File: src/rtl/fm_phase_discriminator.sv
// fm_phase_discriminator
//   Turns per-sample CORDIC phase into instantiated frequency: the wrapped
//   phase difference between consecutive samples is integrated over DECIM
//   samples and dumped as the block mean.
//   Samples whose magnitude is below SQL_TH are squelched. They contribute
//   zero frequency and flag the block they fall in.
//
//   Optional feature (macro FM_DEEMPH_EN): a one-pole de-emphasis IIR
//   filter, y <= y + ((x - y) >>> DEEMPH_SHIFT), is applied to the
//   decimated mean. It adds one clock of latency. When the macro is
//   undefined, no filter registers are built.
//
//   Ports
//     clk          clock
//     rst_n        asynchronous active-low reset
//     i_valid      input sample strobe (any duty cycle)
//     i_phase      signed phase, +-32768 = +-pi
//     i_magnitude  unsigned CORDIC magnitude
//     i_clear      synchronous flush back to IDLE (wins over i_valid)
//     o_valid      one-cycle output strobe
//     o_data       signed frequency sample, LSB = pi/32768 rad/sample
//     o_squelch    block contained at least one squelched sample
//
//   state | meaning
//   IDLE  | waiting for the priming sample (no difference available yet)
//   RUN   | each sample yields a phase difference into the integrator
module fm_phase_discriminator #(
  parameter int          DECIM        = 8,
  parameter int          LOG2_DECIM   = 3,
  parameter logic [15:0] SQL_TH       = 16'd256,
  parameter int          DEEMPH_SHIFT = 3
) (
  input  logic               clk,
  input  logic               rst_n,
  input  logic               i_valid,
  input  logic signed [15:0] i_phase,
  input  logic        [15:0] i_magnitude,
  input  logic               i_clear,
  output logic               o_valid,
  output logic signed [15:0] o_data,
  output logic               o_squelch
);

  localparam int AW = 16 + LOG2_DECIM;
  localparam int CW = (LOG2_DECIM > 0) ? LOG2_DECIM : 1;

  typedef enum logic {IDLE = 1'b0, RUN = 1'b1} state_t;

  state_t                 state;
  logic signed [15:0]     prev_phase;
  logic signed [AW-1:0]   acc;
  logic        [CW-1:0]   count;
  logic                   blk_sq;

  logic                   sample_sq;
  logic signed [15:0]     diff_raw;
  logic signed [15:0]     diff;
  logic signed [AW-1:0]   acc_sum;
  logic signed [15:0]     mean;
  logic                   last;

  // Modulo-2^16 subtraction already yields the principal value of the
  // phase step, so no explicit unwrap is needed.
  assign sample_sq = (i_magnitude < SQL_TH);
  assign diff_raw  = i_phase - prev_phase;
  assign diff      = sample_sq ? 16'sd0 : diff_raw;
  assign acc_sum   = acc + AW'(diff);
  // The mean of 16-bit values always fits in 16 bits, so truncation is safe.
  assign mean      = 16'(acc_sum >>> LOG2_DECIM);
  assign last      = (count == CW'(DECIM - 1));

`ifdef FM_DEEMPH_EN
  localparam int YW = 16 + DEEMPH_SHIFT;

  logic signed [15:0]   x_q;
  logic                 x_vld;
  logic                 x_sq;
  logic signed [YW-1:0] y;
  logic signed [YW:0]   y_err;
  logic signed [YW-1:0] y_next;

  assign y_err  = (YW+1)'(x_q) - (YW+1)'(y);
  assign y_next = y + YW'(y_err >>> DEEMPH_SHIFT);
`endif

  always_ff @(posedge clk or negedge rst_n) begin
    if (!rst_n) begin
      state      <= IDLE;
      prev_phase <= '0;
      acc        <= '0;
      count      <= '0;
      blk_sq     <= 1'b0;
      o_valid    <= 1'b0;
      o_data     <= '0;
      o_squelch  <= 1'b0;
`ifdef FM_DEEMPH_EN
      x_q        <= '0;
      x_vld      <= 1'b0;
      x_sq       <= 1'b0;
      y          <= '0;
`endif
    end else begin
      o_valid <= 1'b0;
`ifdef FM_DEEMPH_EN
      x_vld   <= 1'b0;
      if (x_vld && !i_clear) begin
        y         <= y_next;
        o_data    <= o_data'(y_next);
        o_squelch <= x_sq;
        o_valid   <= 1'b1;
      end
`endif
      if (i_clear) begin
        state  <= IDLE;
        acc    <= '0;
        count  <= '0;
        blk_sq <= 1'b0;
`ifdef FM_DEEMPH_EN
        y      <= '0;
`endif
      end else if (i_valid) begin
        prev_phase <= i_phase;
        case (state)
          IDLE: state <= RUN;
          RUN: begin
            if (last) begin
              acc    <= '0;
              count  <= '0;
              blk_sq <= 1'b0;
`ifdef FM_DEEMPH_EN
              x_q    <= mean;
              x_sq   <= blk_sq | sample_sq;
              x_vld  <= 1'b1;
`else
              o_data    <= mean;
              o_squelch <= blk_sq | sample_sq;
              o_valid   <= 1'b1;
`endif
            end else begin
              acc    <= acc_sum;
              count  <= count + 1'b1;
              blk_sq <= blk_sq | sample_sq;
            end
          end
          default: state <= IDLE;
        endcase
      end
    end
  end

endmodule

File: config.mk
export PLATFORM = sky130hd
export DESIGN_NAME = fm_phase_discriminator
export DESIGN_NICKNAME = d
export VERILOG_FILES = /design/src/rtl/fm_phase_discriminator.sv
export SDC_FILE = /design/constraint.sdc
export NUM_CORES = 1
export LEC_CHECK = 0
export CAP_MARGIN = 40
export CORE_ASPECT_RATIO = 0.75
export CORE_MARGIN = 4
export CORE_UTILIZATION = 34
export CTS_CLUSTER_DIAMETER = 100
export CTS_CLUSTER_SIZE = 14
export DETAILED_ROUTE_END_ITERATION = 7
export PLACE_DENSITY_LB_ADDON = 0.3
export SLEW_MARGIN = 5
export SYNTH_ARGS = -nofsm -noshare
export SYNTH_HDL_FRONTEND = slang
export SYNTH_SLANG_ARGS = --single-unit
File: constraint.sdc
create_clock -name clk -period 4.4 [get_ports clk]
set_clock_uncertainty 0.05 [all_clocks]
set_input_delay 0.88 -clock clk [delete_from_list [all_inputs] [get_ports clk]]
set_output_delay 0.88 -clock clk [all_outputs]
set_load 0.02 [all_outputs]
==> flow_summary.ini, run 1 <==
[run_status]
result_of_the_run = completed

[clock_tree]
worst_skew_pair.late_latency_ps = 330
worst_setup_hold_path_clk_slew_ps = 50
h-tree-depth = 3
cts_inserted_buffers = 9
clk_root_buf = sky130_fd_sc_hd__clkbuf_16
post_cts_hold_buffer_count = 0
cts_sinks = 58
cts-root-to-sink-buffers = 2
tritoncts_clock_tree = yes

[yosys]
synth_async_sr_flop_share = 1.00
post_synth_main_area_contributors = sky130_fd_sc_hd__dfrtp_1 (39%), sky130_fd_sc_hd__ha_1 (12%), sky130_fd_sc_hd__o21ai_0 (8.0%)
synthesis.instances = 422
netlist.area_leader.share = 0.386
dominantRegCellSynth = sky130_fd_sc_hd__dfrtp_1
synth_cell_types = 52
synth_compound_area_frac = 0.216
synth_top_family_by_area = compound AO/OA/AOI/OAI gates
synth.area.mux_share = 0.0116
synth.cells.most_frequent = sky130_fd_sc_hd__nand2_1 (61), sky130_fd_sc_hd__o21ai_0 (60), sky130_fd_sc_hd__dfrtp_1 (58)
synth.yosys.seq_area_share = 0.386
synthAdderAreaFrac = 0.127
yosys.cell_count.top_type = sky130_fd_sc_hd__nand2_1
synth.avg_cell_area_um2 = 8.91
synth_simple_gate_area_share = 0.159
xor_xnor_fraction_of_synth_area = 0.0626
synth_enable_flop_cells = 0
synth_top_area_cell = sky130_fd_sc_hd__dfrtp_1
netlist_area_pre_place_mm2 = 0.00376
syn_nets = 495
ys_seq_elements = 58
synth_warnings = 0

[power_and_ir_drop]
pwr_density_cell_mw_per_mm2 = 433
largest_voltage_drop_on_the_vdd_net_mv = 0.221
report.power.total_mw = 2.28
power.leakage_nw = 2.44

[critical_path]
worstSetupStartpointType = input port
critPathKind = in2reg
end_of_the_worst_register_to_register_path = o_data[15]
reg2regPathDepth = 17
worstPathRequired_ps = 4560
worst_r2r_startpoint = prev_phase[0]
r2r_setup_slack_ps = 430
timing.critical_path.to_type = flip-flop
critical_path_arrival_ps = 4340
timing.critical_path.fanout_max = 4

[drt]
routedWlPerCell_um = 13.7
vias = 3278
drt_pass1_iterations = 4
drc_errors = 0
avgViaCountPerCell = 4.92
drt_iter0_drc = 172
wirelength_um = 9160
ant_nets = 0

[global_route]
grt_max_degree = 37
wire_length_of_the_first_global_routing_pass_um = 15300
antenna_found_initial = 0
grt_overflow = 0
grt_pass1_vias = 3300
grt_util_all_layers = 0.148

[timing]
period_share = 0.951
worst_slew_pin_slew_ps = 805
time_the_final_worst_path_needs_with_i_o_delays_and_setup_ps = 4190
slew_violations = 0
hold_viol_final = 0
final.setup.tns_ps = 0
setup-violations-final = 0
worst_slew_margin_rel = 0.459
maxClockFrequency_ghz = 0.239
rsz_0062_raised_after_global_routing = false

[finish]
post_layout_inst_area_mm2 = 0.00526
post_route_cells_drive_above_1_share = 0.221
final_nets = 599
synthToLayoutAreaGrowth_pct = 39.9
insertedDiodeCount = 0

[floorplanning]
io_pins = 54
core_footprint_mm2 = 0.0105
die_width_um = 129
initial_cell_density_of_the_core = 0.357
design.die.area_mm2 = 0.0128
floorplan.rows = 32
die_h_um = 99.1

[placement]
gp_congestion = 0.846
dpl.hpwl_um = 6660
place.port_buffers = 45
placed_area_mm2 = 0.00475

[worst_hold_path]
worst_hold_path.endpoint = o_data[8]
hold_start = o_data[8]
holdCritPathClass = reg2reg
holdPathStages = 2

[flow_run]
maxCapViolCount = 0
==> metal layers <==
metal	global-route usage	up-vias	wire (um)
met5	0	-	0
li1	-	1686	-
met4	0.0359	0	103
met1	0.193	1537	4400
met2	0.242	48	4190
met3	0.0428	7	456
==> how the worst max path moves through the flow <==
stage                    start          to  slack, ps  cells after the start
CTS                 i_phase[5]  o_data[15]          9                     18
global placement    i_phase[0]  o_data[15]       -700                     19
detailed placement  i_phase[0]  o_data[15]       -790                     19
global route        i_phase[0]  o_data[15]         20                     19
finish              i_phase[2]  o_data[15]        210                     17
floorplan           i_phase[0]  o_data[15]         60                     18
==> registers in the layout (all words and copies together), names as in the netlist <==
signal and cells:
o_valid 1, o_squelch 1, o_data 16, count 3, prev_phase 16, acc 19, state 1, blk_sq 1
==> through the flow <==
stage / hold slack, ps / std cells / utilization / setup WS (ps)
2_1_floorplan: 400 / 422 / - / 62.8
3_3_place_gp: 412 / 645 / 0.451 / -700
3_5_place_dp: 424 / 645 / 0.451 / -789
4_1_cts: 435 / 664 / 0.489 / 9.43
5_1_grt: 457 / 666 / 0.500 / 16.8
6_report: 427 / 666 / 0.500 / 214
==> cell usage in the layout, fill, tap and decap left out, drive strengths merged, types with 3 or more instances in the layout <==
| cell type | netlist | final |
|---|---|---|
| o21ai | 64 | 64 |
| buf | 1 | 62 |
| nand2 | 61 | 61 |
| dfrtp | 58 | 58 |
| clkdlybuf4s50 | 0 | 37 |
| ha | 35 | 35 |
| a21oi | 27 | 27 |
| inv | 26 | 26 |
| nor2 | 21 | 21 |
| xor2 | 16 | 16 |
| clkbuf | 11 | 13 |
| o21a | 11 | 11 |
| xnor2 | 10 | 10 |
| a21o | 9 | 9 |
| nor2b | 8 | 8 |
| nand3 | 5 | 5 |
| nor3 | 5 | 5 |
| nand2b | 4 | 4 |
| nor3b | 4 | 4 |
| a211oi | 4 | 4 |
| nor4 | 3 | 3 |
| a31oi | 3 | 3 |
| or3 | 3 | 3 |
| a22o | 3 | 3 |
| mux2 | 3 | 3 |
| dlymetal6s2s | 0 | 3 |
| and3 | 3 | 3 |
==> power by group <==
| part | leakage [nW] | internal [mW] | total, mW | switching, mW |
|---|---|---|---|---|
| logic | 1.52 | 0.493 | 0.985 | 0.492 |
| registers | 0.774 | 0.581 | 0.608 | 0.0270 |
| clock network | 0.142 | 0.448 | 0.683 | 0.235 |
==> area by class of cell <==
cell class	instances	area (um2)
fillers	972	5270
multi-input cells	326	2340
inverters	26	97.6
flip-flops and latches	58	1450
repair buffers	105	911
clock inverters	3	40.0
clock buffers	12	246
well taps	136	170
==> worst max-delay path, stage by stage <==
cell and delay [ps]:
sky130_fd_sc_hd__clkdlybuf4s15_1 220, sky130_fd_sc_hd__ha_4 260, sky130_fd_sc_hd__nor2b_2 160, sky130_fd_sc_hd__o21a_1 190, sky130_fd_sc_hd__o21ai_2 160, sky130_fd_sc_hd__a21oi_2 90
sky130_fd_sc_hd__o21a_1 190, sky130_fd_sc_hd__o31a_1 280, sky130_fd_sc_hd__mux2i_1 190, sky130_fd_sc_hd__o311ai_2 150, sky130_fd_sc_hd__ha_1 320, sky130_fd_sc_hd__and3_4 160
sky130_fd_sc_hd__a221o_1 370, sky130_fd_sc_hd__a211o_1 290, sky130_fd_sc_hd__xor2_2 200, sky130_fd_sc_hd__xnor2_1 140, sky130_fd_sc_hd__o21ai_1 80
==> logic make-up (layout without fill, tap and decap cells) <==
group / count (synthesis) / after routing
xor+xnor: 26 / 26
compound gates: 134 / 134
buf+inv: 38 / 146
simple gates: 125 / 125
fa+ha+maj: 37 / 37
flops: 58 / 58
mux: 4 / 4
==> repair_timing <==
item                                    CTS  global route
hold endpoints to repair                  0             0
endpoints found under the setup margin   16            12
buffers inserted                          4             2
pin swaps                                22            27
resized for setup                        26            22
(Power assumes the default switching activity.)
==> run 2, diff against run 1 <==
--- a/config.mk
+++ b/config.mk
@@ -13,6 +13,7 @@
 export CTS_CLUSTER_SIZE = 14
 export DETAILED_ROUTE_END_ITERATION = 7
 export PLACE_DENSITY_LB_ADDON = 0.3
+export SKIP_CTS_REPAIR_TIMING = 1
 export SLEW_MARGIN = 5
 export SYNTH_ARGS = -nofsm -noshare
 export SYNTH_HDL_FRONTEND = slang
==> run 2 against run 1 <==
Effect of this change:
- hold slack barely moved
- sequential power is essentially flat
- highest routed layer unchanged
- total power decreased by 1.6%
- first-iteration DRC count shrank 1.7%
- critical endpoint unchanged
- final cell count down 0.60%
- critical path depth up 2
- non-clock buffer count decreased by 4
- die area unchanged
- global-route usage fell by 0.44 points
- via count down 1.1%
- maximum frequency down 2.9%
- sequential share of layout area is 0.18 points higher
- largest power group unchanged
==> flow_summary.ini, run 2 (synthesis results as in run 1) <==
[finish]
insertedDiodeCount = 0
layout.cells.most_common = sky130_fd_sc_hd__nand2_1
layout.cells.most_common_list = sky130_fd_sc_hd__nand2_1 (60), sky130_fd_sc_hd__o21ai_0 (59), sky130_fd_sc_hd__dfrtp_1 (58)
final_nets = 595
largest-register = acc
post_route_cells_drive_above_1_share = 0.200
synthToLayoutAreaGrowth_pct = 39.0
finalCoreUtilization = 0.496
reg_top3 = acc x19, o_data x16, prev_phase x16
largest_register_ffs = 19

[critical_path]
worstSetupStartpointType = input port
critPathKind = in2reg
crit_path_frequent_cell = sky130_fd_sc_hd__o21a_1
cp_top_family = compound AO/OA/AOI/OAI gates
worstPathCellList = buf_8 -> inv_4 -> ha_4 -> fa_2 -> nor2b_2 -> o21a_1 -> o21ai_2 -> a21oi_2 -> o21a_1 -> o31a_1 -> mux2i_1 -> o311ai_2 -> ha_1 -> and3_4 -> a221o_1 -> a211o_1 -> xor2_2 -> xnor2_1 -> o21ai_1
timing.critical_path.to_type = flip-flop
critical_path.max_stage_delay_ps = 400
critical_path_arrival_ps = 4470
wp_buf_inv = 2
slowest_stage_cell_crit_path = sky130_fd_sc_hd__fa_2
timing.critical_path.fanout_max = 3
worstPathRequired_ps = 4560

[flow_run]
maxCapViolCount = 0

[drt]
vias = 3241
drt_iter0_drc = 169
avgViaCountPerCell = 4.90
drt_pass1_iterations = 4
ant_nets = 0
routedWlPerCell_um = 13.6
drc_errors = 0
wirelength_um = 9020

[placement]
place.port_buffers = 45
dpl.hpwl_um = 6660
gp_congestion = 0.846

[floorplanning]
io_pins = 54
initial_cell_density_of_the_core = 0.357
die_width_um = 129
core_footprint_mm2 = 0.0105
design.die.area_mm2 = 0.0128
floorplan.rows = 32
die_h_um = 99.1

[run_status]
result_of_the_run = completed

[timing]
maxClockFrequency_ghz = 0.232
hold_viol_final = 0
rsz_0062_raised_after_global_routing = true
time_the_final_worst_path_needs_with_i_o_delays_and_setup_ps = 4310
setup-violations-final = 0
final.setup.tns_ps = 0
period_share = 0.980
worst_slew_pin_slew_ps = 794
slew_violations = 0
worst_slew_margin_rel = 0.467

[power_and_ir_drop]
largest_voltage_drop_on_the_vdd_net_mv = 0.220
report.power.total_mw = 2.24
pwr_density_cell_mw_per_mm2 = 428
power.leakage_nw = 2.45

[global_route]
antenna_found_initial = 0
grt_util_all_layers = 0.143
wire_length_of_the_first_global_routing_pass_um = 14800
grt_max_degree = 37
grt_overflow = 0
grt_pass1_vias = 3245

[clock_tree]
h-tree-depth = 3
tritoncts_clock_tree = yes
cts_sinks = 58
worst_skew_pair.late_latency_ps = 330
clk_root_buf = sky130_fd_sc_hd__clkbuf_16
cts_inserted_buffers = 9
worst_setup_hold_path_clk_slew_ps = 50
cts-root-to-sink-buffers = 2

[worst_hold_path]
holdCritPathClass = reg2reg
[run 2: cell types whose count changed in the layout (fill, tap and decap cells not counted), sizes merged]
cell and change:
buf -4, dlymetal6s2s +3, clkbuf -1, clkdlybuf4s15 -1, dlygate4sd2 -1
[run 2: worst paths after layout]
| path | from | endpoint | slack, ps | cells after the start |
|---|---|---|---|---|
| worst max-delay path | i_phase[0] | o_data[15] | 90 | 19 |
| worst min-delay path | o_data[8] | o_data[8] | 430 | 2 |
| worst max register to register | prev_phase[0] | o_data[15] | 300 | 17 |
| worst min register to register | o_data[8] | o_data[8] | 430 | 2 |
| max in group asynchronous | rst_n | acc[0] | 2940 | 2 |
| min in group asynchronous | rst_n | o_data[12] | 490 | 1 |
[run 2: final cells by class]
| class | instances | area [um2] |
|---|---|---|
| Timing Repair Buffer | 101 | 898 |
| Clock inverter | 3 | 40.0 |
| Fill cell | 974 | 5310 |
| Tap cell | 136 | 170 |
| Sequential cell | 58 | 1450 |
| Inverter | 26 | 100 |
| Clock buffer | 12 | 246 |
| Multi-Input combinational cell | 326 | 2320 |
[run 2: power by group]
group          leakage (nW)  switching, mW  internal (mW)
Clock                 0.142          0.234          0.448
Sequential            0.774         0.0270          0.581
Combinational          1.53          0.476          0.472
[run 2: tightest hold or removal path, stage by stage (launching register included)]
cell and delay, ps:
sky130_fd_sc_hd__dfrtp_1 340, sky130_fd_sc_hd__nand2_1 50, sky130_fd_sc_hd__o21ai_0 60
[run 2: routing by layer]
metal,track usage,up-vias,routed length [um]
met5,0,-,0
met4,0.0359,0,96
met3,0.0428,9,384
met2,0.228,48,4150
met1,0.191,1511,4390
li1,-,1673,-
[run 2: metrics by stage]
stage	cells	worst slack, ps	hold WS, ps	instance area, um2
after CTS	660	-561	435	5040
after detailed placement	645	-789	424	4750
after global placement	645	-700	412	4750
after floorplan	422	62.8	400	3760
final	662	89.8	427	5230
after global routing	662	-112	457	5230
==> run 3, diff against run 2 <==
--- a/config.mk
+++ b/config.mk
@@ -7,7 +7,7 @@
 export LEC_CHECK = 0
 export CAP_MARGIN = 40
 export CORE_ASPECT_RATIO = 0.75
-export CORE_MARGIN = 4
+export CORE_MARGIN = 3
 export CORE_UTILIZATION = 34
 export CTS_CLUSTER_DIAMETER = 100
 export CTS_CLUSTER_SIZE = 14
==> run 3 against run 2 <==
Effect of this change:
- setup slack better by 59 ps
- combinational power shrank 2.4%
- critical path depth down 2
- critical path type unchanged
- highest routed layer unchanged
==> flow_summary.ini, run 3 (synthesis results as in run 1) <==
[drt]
drt_iter0_drc = 127
ant_nets = 0
drc_errors = 0
drt_pass1_iterations = 4
routedWlPerCell_um = 13.5
vias = 3228
avgViaCountPerCell = 4.88
wirelength_um = 8970

[floorplanning]
core_footprint_mm2 = 0.0105
die_h_um = 97.1
io_pins = 54
design.die.area_mm2 = 0.0124
initial_cell_density_of_the_core = 0.357
die_width_um = 127
floorplan.rows = 32

[critical_path]
worstSetupStartpointType = input port
worstPathCellList = dlymetal6s2s_1 -> ha_4 -> nor2b_2 -> o21a_1 -> o21ai_2 -> a21oi_2 -> o21a_1 -> o31a_1 -> mux2i_1 -> o311ai_2 -> ha_1 -> and3_4 -> a221o_1 -> a211o_1 -> xor2_2 -> xnor2_1 -> o21ai_1
critPathKind = in2reg
critical_path_arrival_ps = 4420
launching_element_of_the_worst_setup_path = i_phase[2]
timing.critical_path.fanout_max = 4
critical_path.max_stage_delay_ps = 330
worst_r2r_startpoint = prev_phase[0]
cp_top_family = compound AO/OA/AOI/OAI gates
timing.critical_path.to_type = flip-flop
wp_buf_inv = 1
slowest_stage_cell_crit_path = sky130_fd_sc_hd__o31a_1
worstPathRequired_ps = 4570
crit_path_frequent_cell = sky130_fd_sc_hd__o21a_1

[power_and_ir_drop]
largest_voltage_drop_on_the_vdd_net_mv = 0.241
power.leakage_nw = 2.45
pwr_density_cell_mw_per_mm2 = 438

[global_route]
grt_util_all_layers = 0.148
grt_max_degree = 34
grt_pass1_vias = 3246
antenna_found_initial = 0
wire_length_of_the_first_global_routing_pass_um = 14800
grt_overflow = 0

[finish]
reg_top3 = acc x19, o_data x16, prev_phase x16
multi_input_area_mm2 = 0.00229
finalCoreUtilization = 0.496
layout.cells.most_common_list = sky130_fd_sc_hd__nand2_1 (60), sky130_fd_sc_hd__o21ai_0 (59), sky130_fd_sc_hd__dfrtp_1 (58)
largest_register_ffs = 19
seqCellArea_mm2 = 0.00145
synthToLayoutAreaGrowth_pct = 38.9
largest-register = acc
layout.cells.most_common = sky130_fd_sc_hd__nand2_1
post_route_cells_drive_above_1_share = 0.198
insertedDiodeCount = 0
final_nets = 594
fillers = 998

[timing]
worst_slew_pin_slew_ps = 831
slew_violations = 0
worst_slew_margin_rel = 0.442
maxClockFrequency_ghz = 0.235
setup-violations-final = 0
rsz_0062_raised_after_global_routing = true
hold_viol_final = 0
final.hold.worst_slack_ps = 427
time_the_final_worst_path_needs_with_i_o_delays_and_setup_ps = 4250
period_share = 0.966

[worst_hold_path]
hold_start = o_data[14]
holdCritPathClass = reg2reg

[flow_run]
maxCapViolCount = 0

[clock_tree]
clk_root_buf = sky130_fd_sc_hd__clkbuf_16
cts-root-to-sink-buffers = 2
cts_inserted_buffers = 9
worst_setup_hold_path_clk_slew_ps = 50
worst_skew_pair.late_latency_ps = 340
h-tree-depth = 3
cts_sinks = 58
tritoncts_clock_tree = yes

[placement]
gp_congestion = 0.826
dpl.hpwl_um = 6690
place.port_buffers = 45

[run_status]
result_of_the_run = completed
==> run 3: per-stage QoR <==
| stage | cells | TNS, ps | setup WS (ps) | cell area, um2 | power, mW |
|---|---|---|---|---|---|
| global placement | 645 | -7170 | -705 | 4750 | 1.47 |
| detailed placement | 645 | -8600 | -750 | 4750 | 1.49 |
| finish | 662 | 0 | 149 | 5220 | 2.29 |
| floorplan | 422 | 0 | 62.8 | 3760 | 1.17 |
| CTS | 661 | -2620 | -444 | 5070 | 2.27 |
| global route | 662 | -58.1 | -58.1 | 5220 | 2.44 |
==> run 3: final timing paths <==
| check | slack [ps] | depth (start not counted) | to |
|---|---|---|---|
| setup / recovery | 150 | 17 | o_data[15] |
| max in group asynchronous | 2940 | 2 | blk_sq |
| setup reg to reg | 370 | 17 | o_data[15] |
| min in group asynchronous | 510 | 1 | o_data[13] |
| hold / removal | 430 | 2 | o_data[14] |
| hold reg to reg | 430 | 2 | o_data[14] |
==> run 3: tightest hold or removal path: cells and delay by family, from the launching register on <==
kind | cells | cell delay [ps]
compound gates | 1 | 60
simple gates | 1 | 50
flops | 1 | 340
==> run 3: power breakdown <==
group	switching, mW	internal, mW
Sequential	0.0264	0.581
Clock	0.248	0.508
Combinational	0.463	0.462
==> run 3: routing by layer <==
| metal | up-vias | global-route usage | share of wire |
|---|---|---|---|
| li1 | 1669 | - | - |
| met1 | 1510 | 0.200 | 0.49 |
| met2 | 39 | 0.228 | 0.46 |
| met3 | 10 | 0.0429 | 0.039 |
| met4 | 0 | 0.0445 | 0.011 |
| met5 | - | 0 | 0 |
==> run 3: layout make-up <==
cell class / instances / share of cell area
Sequential cell: 58 / 0.278
Clock inverter: 5 / 0.0149
Multi-Input combinational cell: 326 / 0.438
Tap cell: 136 / 0.0326
Timing Repair Buffer: 100 / 0.171
Inverter: 26 / 0.0192
Clock buffer: 11 / 0.0465
==> RTL edit 1, RTL diff (config.mk and constraints of run 2) <==
The parameter `LOG2_DECIM` goes from 3 to 2.
--- a/src/rtl/fm_phase_discriminator.sv
+++ b/src/rtl/fm_phase_discriminator.sv
@@ -27,5 +27,5 @@
 module fm_phase_discriminator #(
   parameter int          DECIM        = 8,
-  parameter int          LOG2_DECIM   = 3,
+  parameter int          LOG2_DECIM   = 2,
   parameter logic [15:0] SQL_TH       = 16'd256,
   parameter int          DEEMPH_SHIFT = 3
Formal check against the unedited RTL: not equivalent (Yosys sat finds a counterexample within 10 cycles, from zero or initial values and one cycle with rst_n low).
==> RTL edit 1 against run 2 <==
  * Non-clock buffer count shrank 4
  * Worst setup slack gained 0.13 ns
  * Clock power shrank 38%
  * Area after synthesis grew 0.43%
  * Power shrank 10%
  * Combinational power grew 5%
  * Sequential cell count shrank 2
  * Wire length grew 2.3%
  * Final area shrank 4.5%
  * Fmax grew 3.2%
  * Critical endpoint is now acc[15]$_DFFE_PN0P_
  * Largest cell class unchanged
  * Highest routed layer unchanged
==> RTL edit 1: results (changes against run 2) <==
Place
  – Hpwl dp: 7250 µm (+8.9%)
  – Post-Place Worst Slack: -0.555 ns (+0.233 ns)
  – Placed inst area: 0.00474 mm² (-0.26%)
  – Post-Place Cells: 655 (+1.6%)
  – GPL Wtd Cong: 0.904 (+6.8%)

Run status
  – Status: finished clean

Layout
  – Nets: 594 (-0.17%)
  – Share of cells above drive strength 1: 19.7% (-0.31 points)
  – Buffering overhead: 17.0% (-0.22 points)
  – Biggest regs: acc x18, o_data x16, prev_phase x16
  – Nonclk buf count: 97 (-4.0%)
  – #MultiIn Comb: 337 (+3.4%)
  – Inverters: 26 (unchanged)
  – Multi-input gate share of total cell area: 46.6% (+2.2 points)
  – Clk_buf instances: 8 (-4)
  – ClkCell Share: 2.93% (-2.6 points)
  – Layout area overhead: 32.2%
  – Seq area share: 28.1% (+0.30 points)

Yosys
  – Synth async-reset ratio: 100% (unchanged)
  – Synth area leaders: dfrtp_1, ha_1, o21ai_0
  – Flops & latches, synth: 56 (-3.4%)
  – Synthesized area per cell: 8.72 µm² (-2.1%)
  – Synth top cells by count: nand2_1, dfrtp_1, o21ai_0, ha_1, a21oi_1
  – Yosys cell types: 57 (+9.6%)

Clocking
  – CTS clock-pin slew for the worst setup and hold paths: 0.08 ns (+0.03 ns)
  – Clk_lat worst skew: 0.31 ns (-0.02 ns)
  – Cts bufs inserted: 5 (-4)
  – CTS H-tree depth: 2 (-1)

Route
  – Per-cell routed wire length: 13.9 µm (+1.9%)
  – Final WL: 9220 µm (+2.3%)
  – Avg Vias per Cell: 5.09 (+4.0%)
  – Initial DRC count: 183 (+8.3%)

Critical path
  – Worst Setup SP: i_phase[6]
  – Crit path to: acc[15]$_DFFE_PN0P_
  – Worst Path Arrival: 4.30 ns (-0.17 ns)
  – CP max-delay cell: clkdlybuf4s50_1
  – Delay-heaviest family, CP: simple AND/OR/NAND/NOR gates
  – Slowest stage delay, CP: 0.43 ns (+0.03 ns)
  – R2R setup slack: 0.60 ns (+0.30 ns)

Pwr
  – P_leak: 2.34 nW (-4.3%)

Hold path
  – HP Start: o_data[5]$_DFFE_PN0P_
  – WHS Endpoint: o_data[5]$_DFFE_PN0P_

Global routing
  – All-layer global routing usage: 15.0% (+0.66 points)
  – First-pass GRT wire length: 15700 µm (+5.9%)
  – Vias in the first global route: 3363 (+3.6%)

Timing
  – Hold WS: 0.430 ns (+0.00333 ns)
  – Worst-margin pin slew: 0.806 ns (+0.0116 ns)
[RTL edit 1: metal layers]
metal  vias up  global-route usage, %  wire, µm  share of wire, %
met3         8                   2.95       414               4.5
met1      1600                   21.0      4570                50
met5         -                      0         0                 0
met4         0                   3.12        78              0.85
met2        74                   24.2      4160                45
li1       1700                      -         -                 -
[RTL edit 1: report_power, final]
part | internal, mW | total [mW] | switching, mW
clock | 0.228 | 0.423 | 0.194
combinational | 0.486 | 1.00 | 0.515
sequential | 0.559 | 0.581 | 0.0223
total | 1.27 | 2.01 | 0.732
[RTL edit 1: logic make-up (layout without fill, tap and decap cells)]
kind of cell	after synthesis	after routing	synth area share, %
AND/OR/NAND/NOR	143	143	18.6
flip-flops	56	56	37.1
AO/OA/AOI/OAI	136	136	22.1
adder cells (fa/ha/maj)	35	35	12.0
XOR/XNOR	19	19	4.84
multiplexers	4	4	1.46
buffers and inverters	40	131	3.98
==> RTL edit 2, RTL diff (config.mk and constraints of run 2) <==
Without the edit above. Reset style: synchronous (`rst_n`), changed in one clocked block. Comments in the files are not updated.
--- a/src/rtl/fm_phase_discriminator.sv
+++ b/src/rtl/fm_phase_discriminator.sv
@@ -84,5 +84,5 @@
 `endif
 
-  always_ff @(posedge clk or negedge rst_n) begin
+  always_ff @(posedge clk) begin
     if (!rst_n) begin
       state      <= IDLE;
Behaviour: not the same (a bounded check fails within 10 cycles, from zero or initial values and one cycle with rst_n low; the reset may be asserted at any time).
==> RTL edit 2 against run 2 <==
  * Die area decreased by 0.27%
  * Sequential cell count unchanged
  * Largest cell class unchanged
  * Worst setup slack improved by 0.062 ns
  * Area after synthesis decreased by 0.30%
  * Final area increased by 3.9%
  * Wire length increased by 11%
Power is not compared: it rests on default switching activity, and its combinational part moved more than twofold at a synthesized area within 25%.
==> RTL edit 2: results (changes against run 2) <==
Route
  – Avg Vias per Cell: 5.05 (+3.2%)
  – Initial DRC count: 173 (+2.4%)
  – Per-cell routed wire length: 13.4 µm (-1.4%)

Yosys
  – Sequential area share after synthesis: 31.0% (-7.6 points)
  – Yosys cell types: 54 (+3.8%)
  – Most common flop cell mapped by yosys: dfxtp_1
  – Synth area leaders: dfxtp_1, ha_1, nand2_1
  – Syn_nets: 559 (+13%)
  – Synth async-reset ratio: 0% (-100 points)
  – Synth top cells by count: nand2_1, dfxtp_1, nor2_1, a21oi_1, ha_1

Place
  – GPL Wtd Cong: 0.895 (+5.8%)
  – Hpwl dp: 7600 µm (+14%)
  – Placed inst area: 0.00489 mm² (+3.0%)
  – Post-Place Cells: 728 (+13%)
  – Post-Place Worst Slack: -0.605 ns (+0.183 ns)

Critical path
  – Reg-to-Reg End: acc[16]$_SDFFE_PP0P_
  – Worst Setup SP: i_phase[1]
  – Worst r2r src: prev_phase[0]$_SDFFE_PN0P_
  – Crit path to: acc[16]$_SDFFE_PP0P_
  – Slowest stage delay, CP: 0.49 ns (+0.09 ns)
  – CP max-delay cell: clkdlybuf4s50_1
  – Crit Path Max Fanout: 4 (+1)

Global routing
  – Largest net degree at the start of global routing: 29 (-22%)
  – All-layer global routing usage: 15.8% (+1.5 points)
  – Vias in the first global route: 3648 (+12%)

Layout
  – ClkCell Share: 5.23% (-0.25 points)
  – Multi-input gate share of total cell area: 48.7% (+4.3 points)
  – Fillers: 991 (+1.7%)
  – Area of the multi-input gates: 0.00264 mm² (+14%)
  – Clk_buf instances: 14 (+2)
  – Reg area: 0.00116 mm² (-20%)
  – Buffering overhead: 19.8% (+2.6 points)
  – Share of cells above drive strength 1: 22.5% (+2.6 points)
  – Nonclk buf count: 127 (+26%)
  – #MultiIn Comb: 385 (+18%)

Timing
  – Final min period: 4.25 ns (-0.0615 ns)
  – Hold WS: 0.401 ns (-0.0258 ns)
  – Worst-margin pin slew: 0.745 ns (-0.0485 ns)

Run status
  – Status: finished clean

Hold path
  – WHS Endpoint: prev_phase[12]$_SDFFE_PN0P_
  – HP Start: prev_phase[12]$_SDFFE_PN0P_
[RTL edit 2: cell types whose count changed in the layout (fill, tap and decap cells not counted), moves of 9 or more]
cell / delta
dfrtp_1: -58
dfxtp_1: +58
o21ai_0: -52
buf_4: +26
nor2_1: +26
a21oi_1: +14
o21ai_1: +14
nand2_1: +13
nor3_1: +11
a21boi_1: +10
o21a_1: -9
[RTL edit 2: logic make-up after synthesis]
logic type,Yosys count,share of synthesized area [%]
and+or+nand+nor,183,22.1
AOI/OAI and AO/OA,139,23.8
DFF,58,31.0
buffers and inverters,43,4.31
adders and majority gates,37,12.8
xor gates and xnor gates,26,6.07
[RTL edit 2: layer usage]
metal / GRT usage (%) / wire length, µm / vias up
li1: - / - / 1940
met1: 20.6 / 4710 / 1773
met2: 25.8 / 4890 / 55
met3: 3.63 / 312 / 12
met4: 5.17 / 140 / 0
met5: 0 / 0 / -
[RTL edit 2: report_power, final]
part | internal [mW] | switching, mW
clock network | 0.425 | 0.239
registers | 0.536 | 0.00552
logic | 0.234 | 0.230
